File: config.mk
export PLATFORM = sky130hd
export DESIGN_NAME = mem_arbiter_2to1_flat
export DESIGN_NICKNAME = d
export VERILOG_FILES = /design/src/rtl/mem_arbiter_2to1_pkg.sv /design/src/rtl/mem_arbiter_2to1_if.sv /design/src/rtl/mem_arbiter_2to1_pick2.sv /design/src/rtl/mem_arbiter_2to1.sv /design/src/flat_wrapper.sv
export SDC_FILE = /design/constraint.sdc
export NUM_CORES = 1
export LEC_CHECK = 0
export CAP_MARGIN = 20
export CORE_AREA = 5 5 116 118
export CTS_CLUSTER_DIAMETER = 150
export DETAILED_ROUTE_END_ITERATION = 6
export DIE_AREA = 0 0 121 123
export SLEW_MARGIN = 20
export SYNTH_ARGS = -nofsm -noshare
export SYNTH_HDL_FRONTEND = slang
export SYNTH_SLANG_ARGS = --single-unit
File: constraint.sdc
create_clock -name clk -period 3.8 [get_ports clk]
set_input_delay 0.57 -clock clk [delete_from_list [all_inputs] [get_ports clk]]
set_output_delay 0.57 -clock clk [all_outputs]
set_load 0.05 [all_outputs]
File: src/rtl/mem_arbiter_2to1_pkg.sv
// boa_arb_pkg: owner encoding and reset constants shared by the boa bus arbiters
package boa_arb_pkg;
  typedef enum logic [1:0] {OWN_NONE, OWN_A, OWN_B} arb_owner_t;
  localparam arb_owner_t ARB_RESET_LAST = OWN_B;
  function automatic logic is_req(input logic re, input logic [3:0] we);
    return re | (|we);
  endfunction
endpackage

File: src/rtl/mem_arbiter_2to1_if.sv
// boa_mem_bus: boa memory bus; CPU is the requesting side, MEM the serving side
interface boa_mem_bus;
  logic        re;
  logic [3:0]  we;
  logic [31:0] addr;
  logic [31:0] wdata;
  logic [31:0] rdata;
  logic        ready;
  modport MEM (input re, we, addr, wdata, output rdata, ready);
  modport CPU (output re, we, addr, wdata, input rdata, ready);
endinterface

File: src/rtl/mem_arbiter_2to1_pick2.sv
// arb_pick2: combinational two-way grant selection with lock hold and round-robin tie-break
module arb_pick2
  import boa_arb_pkg::*;
(
  input  logic       req_a,
  input  logic       req_b,
  input  arb_owner_t last,
  input  logic       lock,
  input  arb_owner_t cur,
  output arb_owner_t grant
);
  // a locked grant sticks; on a tie the master that did not go last wins
  always_comb
    grant = lock ? cur :
            (req_a & req_b) ? ((last == OWN_A) ? OWN_B : OWN_A) :
            req_a ? OWN_A :
            req_b ? OWN_B : OWN_NONE;
endmodule

File: src/rtl/mem_arbiter_2to1.sv
// mem_arbiter_2to1: two boa masters onto one slave; MEM_ARBITER_RR_EN selects round-robin over fixed A priority
module mem_arbiter_2to1
  import boa_arb_pkg::*;
(
  input logic     clk,
  input logic     rst,
  boa_mem_bus.MEM a,
  boa_mem_bus.MEM b,
  boa_mem_bus.CPU s
);
  arb_owner_t grant, cur, owner, last;
  logic lock, req_a, req_b, gnt_a, gnt_b, done;
  assign req_a = is_req(a.re, a.we);
  assign req_b = is_req(b.re, b.we);
  arb_pick2 u_pick (
    .req_a (req_a),
    .req_b (req_b),
    .last  (last),
    .lock  (lock),
    .cur   (cur),
    .grant (grant)
  );
  assign gnt_a = ~rst & (grant == OWN_A);
  assign gnt_b = ~rst & (grant == OWN_B);
  assign done  = (gnt_a | gnt_b) & s.ready;
  assign s.re    = gnt_a ? a.re    : gnt_b ? b.re    : 1'b0;
  assign s.we    = gnt_a ? a.we    : gnt_b ? b.we    : 4'b0;
  assign s.addr  = gnt_a ? a.addr  : gnt_b ? b.addr  : 32'b0;
  assign s.wdata = gnt_a ? a.wdata : gnt_b ? b.wdata : 32'b0;
  assign a.ready = gnt_a & s.ready;
  assign b.ready = gnt_b & s.ready;
  assign a.rdata = (owner == OWN_A) ? s.rdata : 32'b0;
  assign b.rdata = (owner == OWN_B) ? s.rdata : 32'b0;
  // hold the grant across slave stalls and route next-cycle read data to the completing reader
  always_ff @(posedge clk or posedge rst)
    if (rst) begin
      lock  <= 1'b0;
      cur   <= OWN_NONE;
      owner <= OWN_NONE;
    end else begin
      lock  <= (gnt_a | gnt_b) & ~s.ready;
      cur   <= grant;
      owner <= (done & s.re) ? grant : OWN_NONE;
    end
`ifdef MEM_ARBITER_RR_EN
  // remember the last completing master for the round-robin tie-break
  always_ff @(posedge clk or posedge rst)
    if (rst) last <= ARB_RESET_LAST;
    else if (done) last <= grant;
`else
  assign last = ARB_RESET_LAST;
`endif
endmodule
File: src/flat_wrapper.sv
// flat-port wrapper written by rule: the top's interface ports become plain ports
module mem_arbiter_2to1_flat import boa_arb_pkg::*;
  (clk, rst, a_re, a_we, a_addr, a_wdata, a_rdata, a_ready, b_re, b_we, b_addr, b_wdata, b_rdata, b_ready, s_re, s_we, s_addr, s_wdata, s_rdata, s_ready);
  boa_mem_bus a_i ();
  boa_mem_bus b_i ();
  boa_mem_bus s_i ();
  input logic clk;
  input logic rst;
  input wire logic [$bits(a_i.re)-1:0] a_re;
  input wire logic [$bits(a_i.we)-1:0] a_we;
  input wire logic [$bits(a_i.addr)-1:0] a_addr;
  input wire logic [$bits(a_i.wdata)-1:0] a_wdata;
  output wire logic [$bits(a_i.rdata)-1:0] a_rdata;
  output wire logic [$bits(a_i.ready)-1:0] a_ready;
  input wire logic [$bits(b_i.re)-1:0] b_re;
  input wire logic [$bits(b_i.we)-1:0] b_we;
  input wire logic [$bits(b_i.addr)-1:0] b_addr;
  input wire logic [$bits(b_i.wdata)-1:0] b_wdata;
  output wire logic [$bits(b_i.rdata)-1:0] b_rdata;
  output wire logic [$bits(b_i.ready)-1:0] b_ready;
  output wire logic [$bits(s_i.re)-1:0] s_re;
  output wire logic [$bits(s_i.we)-1:0] s_we;
  output wire logic [$bits(s_i.addr)-1:0] s_addr;
  output wire logic [$bits(s_i.wdata)-1:0] s_wdata;
  input wire logic [$bits(s_i.rdata)-1:0] s_rdata;
  input wire logic [$bits(s_i.ready)-1:0] s_ready;
  assign a_i.re = a_re;
  assign a_i.we = a_we;
  assign a_i.addr = a_addr;
  assign a_i.wdata = a_wdata;
  assign a_rdata = a_i.rdata;
  assign a_ready = a_i.ready;
  assign b_i.re = b_re;
  assign b_i.we = b_we;
  assign b_i.addr = b_addr;
  assign b_i.wdata = b_wdata;
  assign b_rdata = b_i.rdata;
  assign b_ready = b_i.ready;
  assign s_re = s_i.re;
  assign s_we = s_i.we;
  assign s_addr = s_i.addr;
  assign s_wdata = s_i.wdata;
  assign s_i.rdata = s_rdata;
  assign s_i.ready = s_ready;
  mem_arbiter_2to1 u_core (.clk(clk), .rst(rst), .a(a_i), .b(b_i), .s(s_i));
endmodule
==> impl_metrics.py <==
metrics = {
    "worst_hold_path": {
        "hold_start": "u_core.cur[1]",
        "min_path_type": "flop to flop",
        "hold-path-endpoint": "u_core.cur[1]",
        "worstHoldPathCells": 1,
    },
    "route": {
        "drc_errors": 0,
        "wire_per_inst_um": 17.47,
        "drt_iter0_markers": 95,
        "ant_nets": 0,
        "wl_um": 12550,
        "drt-pass1-iter-count": 4,
        "vias_per_cell": 4.209,
        "via_count": 3022,
    },
    "sta": {
        "worst_pin_slew_ns": 0.5642,
        "period_share_pct": 87.90,
        "skew_ns": 0.001130,
        "slew-limit-headroom_pct": 62.27,
        "rsz0062_at_grt": "no",
        "finalSetupTns_ns": 0,
        "hold_violations": 0,
        "fmax_mhz": 299.4,
        "worst_slack_ns": 0.4599,
        "report.final.slew_viol_count": 0,
        "setup_viol": 0,
        "hold_slack_ns": 0.5557,
        "min_period_ns": 3.340,
    },
    "pwr": {
        "p_sw_share_pct": 42.46,
        "pwr-share-comb_pct": 73.4,
        "leakage_uw": 0.002033,
        "p_total_uw": 857.4,
        "peakVddDrop_mv": 0.08109,
        "p_int_uw": 493.4,
        "clock_power_share_pct": 20.0,
        "power.switching_uw": 364.1,
        "power_density_nw_per_um2": 164.4,
        "seqPwrFrac_pct": 6.6,
    },
    "placed_design": {
        "dp_slack_ns": 0.4696,
        "place_hpwl_um": 10750,
        "placed_cells": 714,
        "portBuffers": 307,
        "globalplace.congestion": 0.7561,
    },
    "finish": {
        "antenna_cells": 0,
        "syn_to_final_growth_pct": 142.5,
        "layout-drive-gt1-share_pct": 23.99,
        "stdcell_count": 718,
        "fin_nets": 720,
        "layout_common_cells": "clkdlybuf4s50_1, nand2_1, and2_1, buf_4, o2bb2ai_2",
        "final_common_cell": "clkdlybuf4s50_1",
    },
    "global_routing": {
        "grt_pass1_wl_um": 17660,
        "overflow": 0,
        "grt_pass1_vias": 3089,
        "antenna_found_initial": 0,
        "grt_max_degree": 65,
        "track_usage_pct": 14.99,
    },
    "logic_synthesis": {
        "syn-cell-area_sq_um": 2151,
        "yosysUniqueCellTypes": 26,
        "synthTopCellsByArea": "o2bb2ai_2, and2_1, nand2_1",
        "yosysSeqAreaShare_pct": 5.817,
        "yosysWarnings": 0,
        "synth_area_leader_cell": "o2bb2ai_2",
        "ys_seq_elements": 5,
        "postSynthCellCount": 255,
        "synth_fp_nets": 428,
        "synth_top_area_share_pct": 34.90,
        "postSynthAreaPerCell_sq_um": 8.435,
    },
    "clocking": {
        "cts_root_buf": "clkbuf_16",
        "h-tree-depth": 1,
        "cts_resized": 0,
        "cts_buffer_depth": 2,
        "postCtsSetupRepairBufs": 0,
        "cts_tree": "done",
        "cts_sinks": 5,
        "cts_inserted_buffers": 3,
        "holdBufCountCts": 0,
        "clk_latency_ns": 0.22,
        "path_clk_slew_ns": 0.03,
    },
    "critical_path": {
        "cp_slowest_cell": "clkdlybuf4s50_1",
        "worstSetupStartpointType": "primary input",
        "reg2reg_depth": 4,
        "critPathMaxFanout": 6,
        "critPathBufInv": 2,
        "required_ns": 3.23,
        "reg2reg_slack_ns": 2.35,
        "crit_arrival_ns": 2.77,
        "cpLargestDelayFamily": "buffers and inverters",
        "crit_type": "primary input to output port",
        "crit_top_cell": "clkdlybuf4s50_1",
        "slowest_delay_ns": 0.80,
        "r2r-end": "u_core.owner[1]",
        "path_cells": "clkdlybuf4s50_1 -> nor2_1 -> nand3_1 -> a21oi_1 -> a22o_1 -> clkdlybuf4s50_1",
        "r2r-start": "u_core.lock",
        "critPathCaptureType": "output port",
    },
    "floorplanning": {
        "ios": 308,
        "dieHeight_um": 123,
        "dieArea_sq_um": 14880,
        "rows": 41,
        "start_util_pct": 17.40,
        "die_w_um": 121,
        "core_area_sq_um": 12360,
    },
    "status": {
        "status": "finished, final reports clean",
    },
    "job": {
        "drv_cap": 0,
    },
}
synthesized netlist by cell type:
cell type / count
a211oi_1: 1
buf_8: 5
o2bb2ai_2: 50
nor2_2: 1
o2bb2ai_1: 15
buf_2: 2
nor2_1: 3
and2_1: 64
and3_4: 1
a21boi_4: 1
nand3_1: 2
nor2b_1: 2
dfrtp_1: 5
a21oi_1: 2
nand2b_4: 1
a21oi_4: 1
nor3_1: 1
clkbuf_1: 12
inv_1: 2
nand2_1: 65
and2_4: 1
buf_12: 7
buf_6: 1
nor3b_1: 1
a22o_1: 6
and3_1: 3
worst max path at each step:
stage / from / endpoint / slack [ns] / cells after the start
after global placement: a_we[2] / s_we[0] / 0.56 / 6
after global routing: a_we[1] / s_we[1] / 0.35 / 6
final: a_we[3] / s_re / 0.46 / 6
after CTS: a_re / s_we[3] / 0.46 / 6
after floorplan: a_we[2] / b_ready / 0.97 / 5
after detailed placement: a_re / s_we[3] / 0.47 / 6
per-layer routing:
layer / vias to the layer above / part of all wire, % / GRT usage, %
li1: 1495 / - / -
met1: 1368 / 36 / 16.07
met2: 151 / 55 / 29.94
met3: 8 / 8.1 / 3.202
met4: 0 / 1.2 / 3.045
met5: - / 0 / 0
power by group through the flow:
| stage | sequential, uW | combinational, uW | clock (uW) |
|---|---|---|---|
| 4_1_cts | 56.9 | 636 | 174 |
| 6_report | 56.9 | 629 | 171 |
| 5_1_grt | 57.1 | 659 | 177 |
| 3_5_place_dp | 57.5 | 634 | 0 |
| 3_3_place_gp | 57.4 | 629 | 0 |
| 2_1_floorplan | 57.1 | 335 | 0 |
registers in the layout, indices dropped and copies added, names as in the netlist:
| register | count |
|---|---|
| u_core.owner | 2 |
| u_core.cur | 2 |
| u_core.lock | 1 |
metrics by stage:
step / instance area, sq um / util, %
detailed placement: 5137 / 41.55
floorplan: 2151 / -
global placement: 5137 / 41.55
global route: 5216 / 42.19
CTS: 5216 / 42.19
finish: 5216 / 42.19
area by class of cell:
class | instances | area [sq um]
fillers | 1249 | 7147
repair buffers | 314 | 3053
multi-input cells | 221 | 1737
well taps | 172 | 215.2
flip-flops and latches | 5 | 125.1
clock buffers | 4 | 78.83
inverters | 2 | 7.507
kinds of logic after synthesis:
logic type             count (synthesis)  synth area share, %
DFF                                    5                5.817
and+or+nand+nor                      145                34.85
buffers and inverters                 29                13.44
AOI/OAI and AO/OA                     76                45.90
No activity file was read; power rests on OpenSTA's default activity.
